**src/rtl/shift_seq_if.sv**
```systemverilog
// Handshake and data bundle between the core-side requester and the
// multi-cycle shift controller.
interface shift_seq_if;
  logic        start;
  logic [1:0]  op;
  logic [4:0]  shamt;
  logic [31:0] data_in;
  logic [31:0] result;
  logic        busy;
  logic        done;

  modport master (
    output start,
    output op,
    output shamt,
    output data_in,
    input  result,
    input  busy,
    input  done
  );

  modport slave (
    input  start,
    input  op,
    input  shamt,
    input  data_in,
    output result,
    output busy,
    output done
  );
endinterface

```
**src/rtl/shift_seq.sv**
```systemverilog
// Multi-cycle variable-amount shifter for the ALU shift path.
// A variable shift is built from repeated coarse shifts of STEP bits plus
// single-bit shifts, applied to a 32-bit accumulator that is also the result.
module shift_seq #(
  parameter int STEP = 2
) (
  input logic       clk,
  input logic       rst,
  shift_seq_if.slave bus
);

  typedef enum logic [1:0] {
    IDLE  = 2'd0,
    SHIFT = 2'd1,
    DONE  = 2'd2
  } state_t;

  localparam logic [4:0] STEP_AMT = 5'(STEP);

  localparam logic [1:0] OP_SRL = 2'b00;
  localparam logic [1:0] OP_SLL = 2'b01;
  localparam logic [1:0] OP_SRA = 2'b10;
  localparam logic [1:0] OP_BAD = 2'b11;

  state_t      state;
  state_t      state_next;
  logic [31:0] acc;
  logic [31:0] acc_next;
  logic [4:0]  rem;
  logic [4:0]  rem_next;
  logic [1:0]  op_r;
  logic [1:0]  op_next;
  logic        accept;

  // One shift step: either the coarse STEP distance or a single bit.
  // SRA refills from the current bit 31, so the sign survives every step.
  function automatic logic [31:0] shift_step(input logic [31:0] v,
                                             input logic [1:0]  o,
                                             input logic        coarse);
    logic [31:0] r;
    r = v;
    case (o)
      OP_SRL:  r = coarse ? (v >> STEP) : (v >> 1);
      OP_SLL:  r = coarse ? (v << STEP) : (v << 1);
      OP_SRA:  r = coarse ? $unsigned($signed(v) >>> STEP)
                          : $unsigned($signed(v) >>> 1);
      default: r = v;
    endcase
    return r;
  endfunction

  // A new request is taken only when no shift is in flight.
  assign accept = bus.start && ((state == IDLE) || (state == DONE));

  // Next-state and datapath update: load on accept, iterate in SHIFT,
  // and leave DONE for IDLE when nobody asks for another shift.
  always_comb begin
    state_next = state;
    acc_next   = acc;
    rem_next   = rem;
    op_next    = op_r;
    if (accept) begin
      op_next  = bus.op;
      acc_next = (bus.op == OP_BAD) ? 32'd0 : bus.data_in;
      rem_next = bus.shamt;
      state_next = ((bus.shamt == 5'd0) || (bus.op == OP_BAD)) ? DONE : SHIFT;
    end else begin
      case (state)
        SHIFT: begin
          if (rem >= STEP_AMT) begin
            acc_next = shift_step(acc, op_r, 1'b1);
            rem_next = rem - STEP_AMT;
          end else begin
            acc_next = shift_step(acc, op_r, 1'b0);
            rem_next = rem - 5'd1;
          end
          if (rem_next == 5'd0) begin
            state_next = DONE;
          end
        end
        DONE:    state_next = IDLE;
        IDLE:    state_next = IDLE;
        default: state_next = IDLE;
      endcase
    end
  end

  // State and datapath registers; reset discards any shift in flight.
  always_ff @(posedge clk) begin
    if (rst) begin
      state <= IDLE;
      acc   <= 32'd0;
      rem   <= 5'd0;
      op_r  <= OP_SRL;
    end else begin
      state <= state_next;
      acc   <= acc_next;
      rem   <= rem_next;
      op_r  <= op_next;
    end
  end

  assign bus.result = acc;
  assign bus.busy   = (state == SHIFT);
  assign bus.done   = (state == DONE);

endmodule

```
**src/flat_wrapper.sv**
```systemverilog
// flat-port wrapper written by rule: the top's interface ports become plain ports
module shift_seq_flat 
#(
  parameter int STEP = 2
)
  (clk, rst, bus_start, bus_op, bus_shamt, bus_data_in, bus_result, bus_busy, bus_done);
  shift_seq_if bus_i ();
  input logic clk;
  input logic rst;
  input wire logic [$bits(bus_i.start)-1:0] bus_start;
  input wire logic [$bits(bus_i.op)-1:0] bus_op;
  input wire logic [$bits(bus_i.shamt)-1:0] bus_shamt;
  input wire logic [$bits(bus_i.data_in)-1:0] bus_data_in;
  output wire logic [$bits(bus_i.result)-1:0] bus_result;
  output wire logic [$bits(bus_i.busy)-1:0] bus_busy;
  output wire logic [$bits(bus_i.done)-1:0] bus_done;
  assign bus_i.start = bus_start;
  assign bus_i.op = bus_op;
  assign bus_i.shamt = bus_shamt;
  assign bus_i.data_in = bus_data_in;
  assign bus_result = bus_i.result;
  assign bus_busy = bus_i.busy;
  assign bus_done = bus_i.done;
  shift_seq #(.STEP(STEP)) u_core (.clk(clk), .rst(rst), .bus(bus_i));
endmodule
```
**config.mk**
```make
export PLATFORM = sky130hd
export DESIGN_NAME = shift_seq_flat
export DESIGN_NICKNAME = d
export VERILOG_FILES = /design/src/rtl/shift_seq_if.sv /design/src/rtl/shift_seq.sv /design/src/flat_wrapper.sv
export SDC_FILE = /design/constraint.sdc
export NUM_CORES = 1
export LEC_CHECK = 0
export CAP_MARGIN = 10
export CORE_MARGIN = 3
export CORE_UTILIZATION = 35
export CTS_BUF_LIST = sky130_fd_sc_hd__clkbuf_8
export DETAILED_ROUTE_END_ITERATION = 10
export PLACE_DENSITY_LB_ADDON = 0.05
export SLEW_MARGIN = 20
export SYNTH_ARGS = -nofsm -noshare
export SYNTH_HDL_FRONTEND = slang
export SYNTH_SLANG_ARGS = --single-unit
```
**constraint.sdc**
```tcl
create_clock -name clk -period 2.75 [get_ports clk]
set_input_delay 0.4125 -clock clk [delete_from_list [all_inputs] [get_ports clk]]
set_output_delay 0.4125 -clock clk [all_outputs]
set_load 0.05 [all_outputs]
```
## Yosys cells after proc, flatten, opt, wreduce, memory -nomap -nowiden

Cells that the tools add are included.

- Word-level logic and storage cells: 42
- Output and inout port bits: 34
- Flip-flop bits (word level): 41

- Eq/ne operators: 7
- Add/sub/neg operators: 2
- Muxes and demuxes: 15
- Reductions and logical operators: 12
- Order comparisons: 1

Operators by type and width:

| kind | count |
|---|---|
| $pmux W32 S3 | 2 |
| $mux W32 | 4 |
| $mux W5 | 5 |
| $logic_not A5 Y1 | 2 |
| $mux W2 | 4 |
| $eq A2 B2 Y1 const B | 3 |
| $ge A5 B2 Y1 const B | 1 |
| $sub A5 B1 Y5 const B | 1 |
| $sub A5 B2 Y5 const B | 1 |
| $eq A2 B1 Y1 const B | 2 |
| $logic_not A2 Y1 | 2 |
| $reduce_bool A4 Y1 | 1 |
| $ne A3 B1 Y1 const B | 1 |
| $reduce_and A3 Y1 | 1 |
| $reduce_bool A3 Y1 | 1 |
| $logic_or A1 B1 Y1 | 2 |
| $ne A2 B1 Y1 const B | 1 |
| $reduce_and A2 Y1 | 1 |
| $reduce_bool A2 Y1 | 1 |
| $logic_and A1 B1 Y1 | 1 |

## Logic depth before layout (Yosys ltp)

Gate-level depths: netlist of run 1.

- Depth in word-level cells: 8
- Depth in mapped cells: 10
- Depth with buffers taken out: 7

## Worst setup path before layout of run 1

Ideal clock, no wire load.

- Path kind: reg2reg
- Start: register u_core.rem[0]
- End: register u_core.acc[30], in the netlist u_core.bus.result[30]
- Cell stages (with the launch flop): 10
- Clock period less this slack: 1.941 ns
- Path slack: 0.809 ns
- Arrival: 1.796 ns
- Path through: dfxtp_1 -> inv_1 -> ha_1 -> nor2b_2 -> or3_1 -> buf_6 -> buf_6 -> and3_1 -> o21ai_2 -> a311oi_2

- Longest elaborated chain between the ends: 4

Ends and longest elaborated chain:

| element | line | text |
|---|---|---|
| from (decl) | shift_seq.sv:29 | `logic [4:0] rem;` |
| from (signal assigned) | shift_seq.sv:98 | `rem <= rem_next;` |
| $ge A5 B2 Y1 | shift_seq.sv:70 | `if (rem >= STEP_AMT) begin` |
| $mux W32 | shift_seq.sv:70 |  |
| $mux W32 | shift_seq.sv:68 | `case (state)` |
| $mux W32 | shift_seq.sv:62 | `if (accept) begin` |
| to (signal assigned) | shift_seq.sv:97 | `acc <= acc_next;` |
| to (decl) | shift_seq.sv:27 | `logic [31:0] acc;` |

No other way between the ends. The select of a mux whose other input is x is not followed.
A chain may end at the register's enable or synchronous reset.

## Worst setup path after layout of run 1

- Start: register u_core.state[0]
- End: output port bus_busy

- Longest elaborated chain between the ends: 1

Ends and longest elaborated chain:

| element | line | text |
|---|---|---|
| from (decl) | shift_seq.sv:25 | `state_t state;` |
| from (signal assigned) | shift_seq.sv:96 | `state <= state_next;` |
| $eq A2 B1 Y1 | shift_seq.sv:104 | `assign bus.busy = (state == SHIFT);` |
| to (decl) | flat_wrapper.sv:15 | `output wire logic [$bits(bus_i.busy)-1:0] bus_busy;` |

No other way between the ends.

==> results by group, run 1 <==
Run status
  • Status: completed

Synthesis
  • Post-synth net total: 405
  • Synth Cell Area: 0.003143 mm2
  • XOR/XNOR Fraction of Synth Area: 0.5573%
  • Predominant post-synthesis flop cell: dfxtp_1
  • Compound-Gate Fraction of Synth Area: 38.10%
  • Largest family of logic cells by synthesized area: compound AO/OA/AOI/OAI gates
  • Post-synth EDFFs: 0
  • Mapped Cells: 356
  • Post-synthesis adder-cell area fraction: 2.787%
  • Synth async-reset ratio: 0%
  • Seq/Total Area, Yosys: 26.11%
  • Ys Warns: 0
  • Syn Area/Cell: 8.829 um2
  • #FFs+latches synth: 41
  • Mux cell area share after synthesis: 0.8360%
  • Synth Area in Simple Gates: 23.05%
  • Yosys cell types: 49

Critical path
  • CP Max Fanout: 8
  • Critical path class: reg2out
  • Cell Chain, Critical Path: nand2b_1 -> inv_1 -> clkdlybuf4s50_1
  • Buf/Inv on CP: 2
  • Worst path required time: 2.34 ns
  • Worst path top cell family by delay: buffers and inverters
  • Slowest cell on crit path: clkdlybuf4s50_1
  • CP peak stage delay: 0.85 ns
  • Setup crit end kind: output pin
  • Worst setup SP type: flop
  • WP data arrival: 2.06 ns

CTS
  • Clock-pin transition on the worst setup and hold timing paths: 0.08 ns
  • Later-pin clock latency in the skew report: 0.30 ns
  • H-tree levels: 2
  • Resized cells post-CTS: 0
  • Setup Fix Bufs, Post-CTS: 0
  • Hold_buf cts: 0
  • Root Buffer: clkbuf_8
  • Max Root-Sink Buffers: 2
  • Clock sink total: 41
  • CTS Buf Count: 5
  • CTS tree: yes

STA
  • Max-Slew Margin vs Limit: 66.45%
  • Layout Skew: 0.008196 ns
  • Sum of negative setup slack: 0 ns
  • RSZ-0062 raised after global routing: no
  • Achievable Freq: 404.3 MHz
  • Max Slew Vio Count: 0
  • Slew @ Worst Pin: 0.5017 ns
  • Post-layout min period: 2.473 ns
  • Hold slack: 0.4837 ns
  • Fin. Hold Viols: 0
  • Final Cycle Share: 89.94%
  • Final setup fails: 0

Final layout
  • Nets: 460
  • ANT cells: 0
  • Layout Cells excl Fill: 516
  • Layout cells sized above 1: 20.92%
  • Area grow syn2layout: 29.30%

Place
  • Final HPWL from detailed placement: 6417 um
  • Port bufs: 75
  • Gpl congestion: 0.8236
  • Placed cells: 509

Global route
  • Initial antenna violation count: 0
  • GRT Resource Usage Total: 18.25%
  • First-pass GRT wire length: 15,280 um
  • Remaining Overflow, GRT: 0
  • Vias in the first global route: 2,995
  • Largest net degree at the start of global routing: 42

Power
  • P_leak: 0.001458 uW
  • Max VDD drop: 241.2 uV
  • Power Dens Cells: 676.2 mW/mm2

Routing
  • Vias: 3,094
  • DRT antenna net count: 0
  • First DRT Iteration DRCs: 112
  • Routed vias/inst: 5.996
  • Routed wire length: 9362 um
  • DRC violations left: 0
  • WL/cell: 18.14 um
  • Drt first pass iters: 4

Worst hold path
  • Hold WC Path Type: reg2reg

Flow run
  • MaxCap Viol Count: 0

Die
  • # IOs: 76
  • Core footprint: 0.008464 mm2
  • Die Ht: 100.8 um
  • Initial Util: 37.13%
  • # rows: 33
  • Die width: 100.8 um
  • Die ar.: 0.01015 mm2
-- layout make-up --
cell class                      count  area [um2]
Clock inverter                      1       3.754
Timing Repair Buffer               91       928.4
Sequential cell                    41       820.8
Tap cell                          105       131.4
Multi-Input combinational cell    266        2074
Inverter                            6       22.52
Clock buffer                        6       82.58
Fill cell                         829        4400
-- worst paths after layout --
kind,to,depth (start not counted),slack [ns],startpoint
worst min-delay path,u_core.op_r[1],2,0.48,u_core.op_r[1]
worst min register to register,u_core.op_r[1],2,0.48,u_core.op_r[1]
worst max register to register,u_core.bus.result[10],8,0.39,u_core.rem[0]
worst max-delay path,bus_busy,3,0.28,u_core.state[0]
-- flip-flops by register name, indices dropped and copies added, names as in the netlist --
name,count
u_core.bus.result,32
u_core.op_r,2
u_core.rem,5
u_core.state,2
-- routing by layer --
layer	part of all wire [%]	routed length (um)	vias up	GRT usage [%]
met5	0	0	-	0
met4	0.25	23	0	3.005
met3	6.0	563	2	2.768
met2	46	4321	96	29.57
met1	48	4454	1497	25.93
li1	-	-	1499	-
-- power breakdown --
| part | total (uW) | switching, uW | leakage, uW | internal, uW |
|---|---|---|---|---|
| Combinational | 1470 | 845 | 0.00107 | 620 |
| Clock | 418 | 222 | 0.0000485 | 196 |
| Sequential | 865 | 181 | 0.000339 | 684 |
-- per-stage QoR --
step	setup slack (ns)	util, %	area, um2	total power [uW]
after floorplan	0.8088	-	3143	1949
after global placement	0.4433	46.99	3978	2349
after detailed placement	0.3776	46.99	3978	2349
after CTS	0.2398	48.01	4064	2768
after global routing	0.1387	48.01	4064	2919
final	0.2767	48.01	4064	2748
-- synthesized netlist by cell type, drive strengths merged, types with 2 or more instances --
| cell type | number | area share, % |
|---|---|---|
| a211oi | 2 | 0.48 |
| nor2b | 3 | 0.68 |
| buf | 27 | 5.9 |
| a32oi | 3 | 0.84 |
| o22ai | 2 | 0.40 |
| or3 | 2 | 0.40 |
| clkbuf | 16 | 1.9 |
| nor3 | 34 | 9.2 |
| nor2 | 42 | 5.3 |
| o311a | 28 | 8.9 |
| inv | 6 | 0.72 |
| dfxtp | 41 | 26 |
| mux2 | 2 | 0.84 |
| and2 | 2 | 0.40 |
| ha | 7 | 2.8 |
| a22oi | 5 | 1.2 |
| nand2b | 4 | 1.0 |
| a311oi | 2 | 0.96 |
| nand3 | 3 | 0.48 |
| nand2 | 39 | 4.7 |
| a221oi | 56 | 20 |
| a21oi | 8 | 1.4 |
| o21ai | 9 | 1.7 |
-- tightest hold or removal path, cell delays in order, from the launching register on --
cell and delay (ns):
dfxtp_1 0.33, nand2_1 0.06, a21oi_1 0.05
-- placed cells by master, fill, tap and decap left out, types with 2 or more instances in the layout --
cell | synthesis | final
a211oi_1 | 2 | 2
a21oi_1 | 7 | 7
a221oi_1 | 32 | 32
a221oi_2 | 24 | 24
a22oi_1 | 5 | 5
a311oi_2 | 2 | 2
a32oi_1 | 3 | 3
buf_12 | 0 | 5
buf_4 | 8 | 11
clkbuf_8 | 0 | 6
clkdlybuf4s50_1 | 0 | 74
dfxtp_1 | 41 | 41
ha_1 | 7 | 7
inv_1 | 6 | 7
nand2_1 | 39 | 39
nand2b_1 | 3 | 2
nand3_1 | 3 | 3
nor2_1 | 41 | 41
nor2b_2 | 1 | 2
nor3_1 | 10 | 10
nor3_2 | 24 | 23
o21ai_0 | 6 | 6
o22ai_1 | 2 | 2
o311a_1 | 28 | 28
-- cells by family after synthesis --
kind of cell / after synthesis
flops: 41
mux: 2
xor+xnor: 2
fa+ha+maj: 7
simple gates: 133
buf+inv: 49
compound gates: 122
Note: power is estimated with default switching activity, not from simulation.
==> inputs of run 2 (changes only) <==
Settings changed: ABC_CLOCK_PERIOD_IN_PS set to 2750, GPL_TIMING_DRIVEN set to 0.
==> run 2 against run 1 <==
Effect of this change: register-to-register slack better by 0.22 ns; critical endpoint unchanged; maximum frequency increased by 4.5%; combinational power about the same; clock skew grew 0.00090 ns; sequential power about the same; power up 3.3%; first-iteration DRC count rose by 22%; cell area grew 1.3%; highest routed layer unchanged; core utilization grew 0.62 points.
==> results by group, run 2 (same netlist as run 1, synthesis figures left out) <==
Die
  • Core footprint: 0.008464 mm2 (unchanged)
  • # IOs: 76 (unchanged)
  • Initial Util: 37.13% (unchanged)
  • Die width: 100.8 um (unchanged)
  • Die Ht: 100.8 um (unchanged)
  • Die ar.: 0.01015 mm2 (unchanged)
  • # rows: 33 (unchanged)

Final layout
  • Area grow syn2layout: 30.97%
  • Layout cells sized above 1: 21.23% (+0.31 points)
  • Most common cell after layout, fill and taps aside: clkdlybuf4s50_1
  • ANT cells: 0 (unchanged)
  • Most frequent cells in the layout: clkdlybuf4s50_1 (74), nor2_1 (41), dfxtp_1 (41)
  • Nets: 486 (+5.7%)
  • Largest register FFs: 32 (unchanged)
  • Fin area: 0.004116 mm2 (+1.3%)

Critical path
  • WP data arrival: 1.96 ns (-0.10 ns)
  • Worst Reg2Reg Path Length in Cells: 9 (+1)
  • R2R Path End: u_core.bus.result[2]
  • Cell Chain, Critical Path: nand2b_1 -> buf_2 -> inv_1 -> clkdlybuf4s50_1
  • Worst setup SP type: flop
  • CP peak stage delay: 0.84 ns (about the same)
  • CP Max Fanout: 8 (unchanged)
  • Slowest cell on crit path: clkdlybuf4s50_1
  • Launching point of the worst reg2reg path: u_core.rem[0]
  • Worst path required time: 2.34 ns (about the same)
  • Critical path class: reg2out
  • R2R Setup Slk: 0.61 ns (+0.22 ns)
  • Setup crit end kind: output pin

Global route
  • Initial antenna violation count: 0 (unchanged)
  • Vias in the first global route: 3,202 (+6.9%)
  • First-pass GRT wire length: 16,750 um (+9.7%)
  • Remaining Overflow, GRT: 0 (unchanged)
  • GRT Resource Usage Total: 20.18% (+1.9 points)
  • Largest net degree at the start of global routing: 13 (-69%)

Power
  • P_leak: 0.001500 uW (+2.9%)
  • Pwr Total: 2839 uW (+3.3%)
  • Power Dens Cells: 689.7 mW/mm2 (+2.0%)
  • Max VDD drop: 279.9 uV (+16%)

CTS
  • Hold_buf cts: 0 (unchanged)
  • Max Root-Sink Buffers: 2 (unchanged)
  • Clock-pin transition on the worst setup and hold timing paths: 0.09 ns (about the same)
  • CTS tree: yes
  • Setup Fix Bufs, Post-CTS: 0 (unchanged)
  • Later-pin clock latency in the skew report: 0.30 ns (about the same)
  • Root Buffer: clkbuf_8
  • CTS Buf Count: 5 (unchanged)
  • Clock sink total: 41 (unchanged)
  • Resized cells post-CTS: 0 (unchanged)
  • H-tree levels: 2 (unchanged)

Routing
  • Drt first pass iters: 4 (unchanged)
  • Routed wire length: 10,090 um (+7.8%)
  • WL/cell: 18.58 um (+2.4%)
  • First DRT Iteration DRCs: 137 (+22%)
  • DRC violations left: 0 (unchanged)
  • Vias: 3,254 (+5.2%)
  • DRT antenna net count: 0 (unchanged)
  • Routed vias/inst: 5.993 (about the same)

STA
  • Slew @ Worst Pin: 0.7382 ns (+0.2365 ns)
  • Layout Skew: 0.009095 ns (+0.0008992 ns)
  • Max-Slew Margin vs Limit: 50.79% (-16 points)
  • Post-layout min period: 2.368 ns (-0.1055 ns)
  • RSZ-0062 raised after global routing: no
  • Final setup fails: 0 (unchanged)
  • Final Cycle Share: 86.10% (-3.8 points)
  • Max Slew Vio Count: 0 (unchanged)
  • Sum of negative setup slack: 0 ns (unchanged)
  • Fin. Hold Viols: 0 (unchanged)
  • Achievable Freq: 422.3 MHz (+4.5%)

Flow run
  • MaxCap Viol Count: 0 (unchanged)

Place
  • Final HPWL from detailed placement: 7308 um (+14%)
  • Gpl congestion: 0.7946 (-3.5%)
  • Area after DPL: 0.004015 mm2 (+0.94%)
  • Port bufs: 74 (-1.3%)

Worst hold path
  • Hold Path Sink: u_core.op_r[0]
  • Hold path cells: 2 (unchanged)
  • Min-delay src: u_core.op_r[0]
  • Hold WC Path Type: reg2reg

Run status
  • Status: completed
## run 2: cell types whose count changed in the layout (fill, tap and decap cells not counted), moves of 2 or more
cell      change
buf_12        -5
buf_2        +13
buf_4         -3
buf_6         +2
buf_8         +2
clkbuf_1     +16
## run 2: area by class of cell
cell class,instances,area [um2]
Buffer,43,246.5
Fill cell,844,4348
Multi-Input combinational cell,266,2053
Clock buffer,7,96.34
Timing Repair Buffer,74,740.7
Sequential cell,41,820.8
Tap cell,105,131.4
Clock inverter,1,5.005
Inverter,6,22.52
## run 2: worst max path at each step
stage / cells after the start / start / endpoint
detailed placement: 8 / bus_start / u_core.bus.result[29]
global route: 4 / u_core.state[0] / bus_busy
floorplan: 9 / u_core.rem[0] / u_core.bus.result[30]
finish: 4 / u_core.state[1] / bus_busy
CTS: 4 / u_core.state[1] / bus_busy
global placement: 8 / bus_start / u_core.bus.result[29]
## run 2: routing by layer
layer | share of wire, % | vias up | GRT usage (%)
li1 | - | 1566 | -
met1 | 47 | 1573 | 28.13
met2 | 45 | 102 | 31.44
met3 | 5.8 | 13 | 3.737
met4 | 1.3 | 0 | 6.218
met5 | 0 | - | 0
## run 2: worst max-delay path: cells and delay by family (launching register included)
kind,cells,cell delay [ns]
buffers and inverters,3,1.20
flip-flops,1,0.31
AND/OR/NAND/NOR,1,0.13
## run 2: report_power, final
part	switching, uW	internal [uW]	leakage (uW)
sequential	181	684	0.000339
combinational	867	637	0.00111
clock	242	228	0.0000542
total	1290	1550	0.00150
## run 2: per-stage QoR
step | instances | utilization [%] | worst slack (ns) | hold slack (ns)
floorplan | 356 | - | 0.8088 | 0.4530
global placement | 535 | 47.44 | 0.3330 | 0.4665
detailed placement | 535 | 47.44 | 0.3084 | 0.4755
CTS | 543 | 48.63 | 0.3833 | 0.4880
global route | 543 | 48.63 | 0.2910 | 0.5346
finish | 543 | 48.63 | 0.3823 | 0.4900
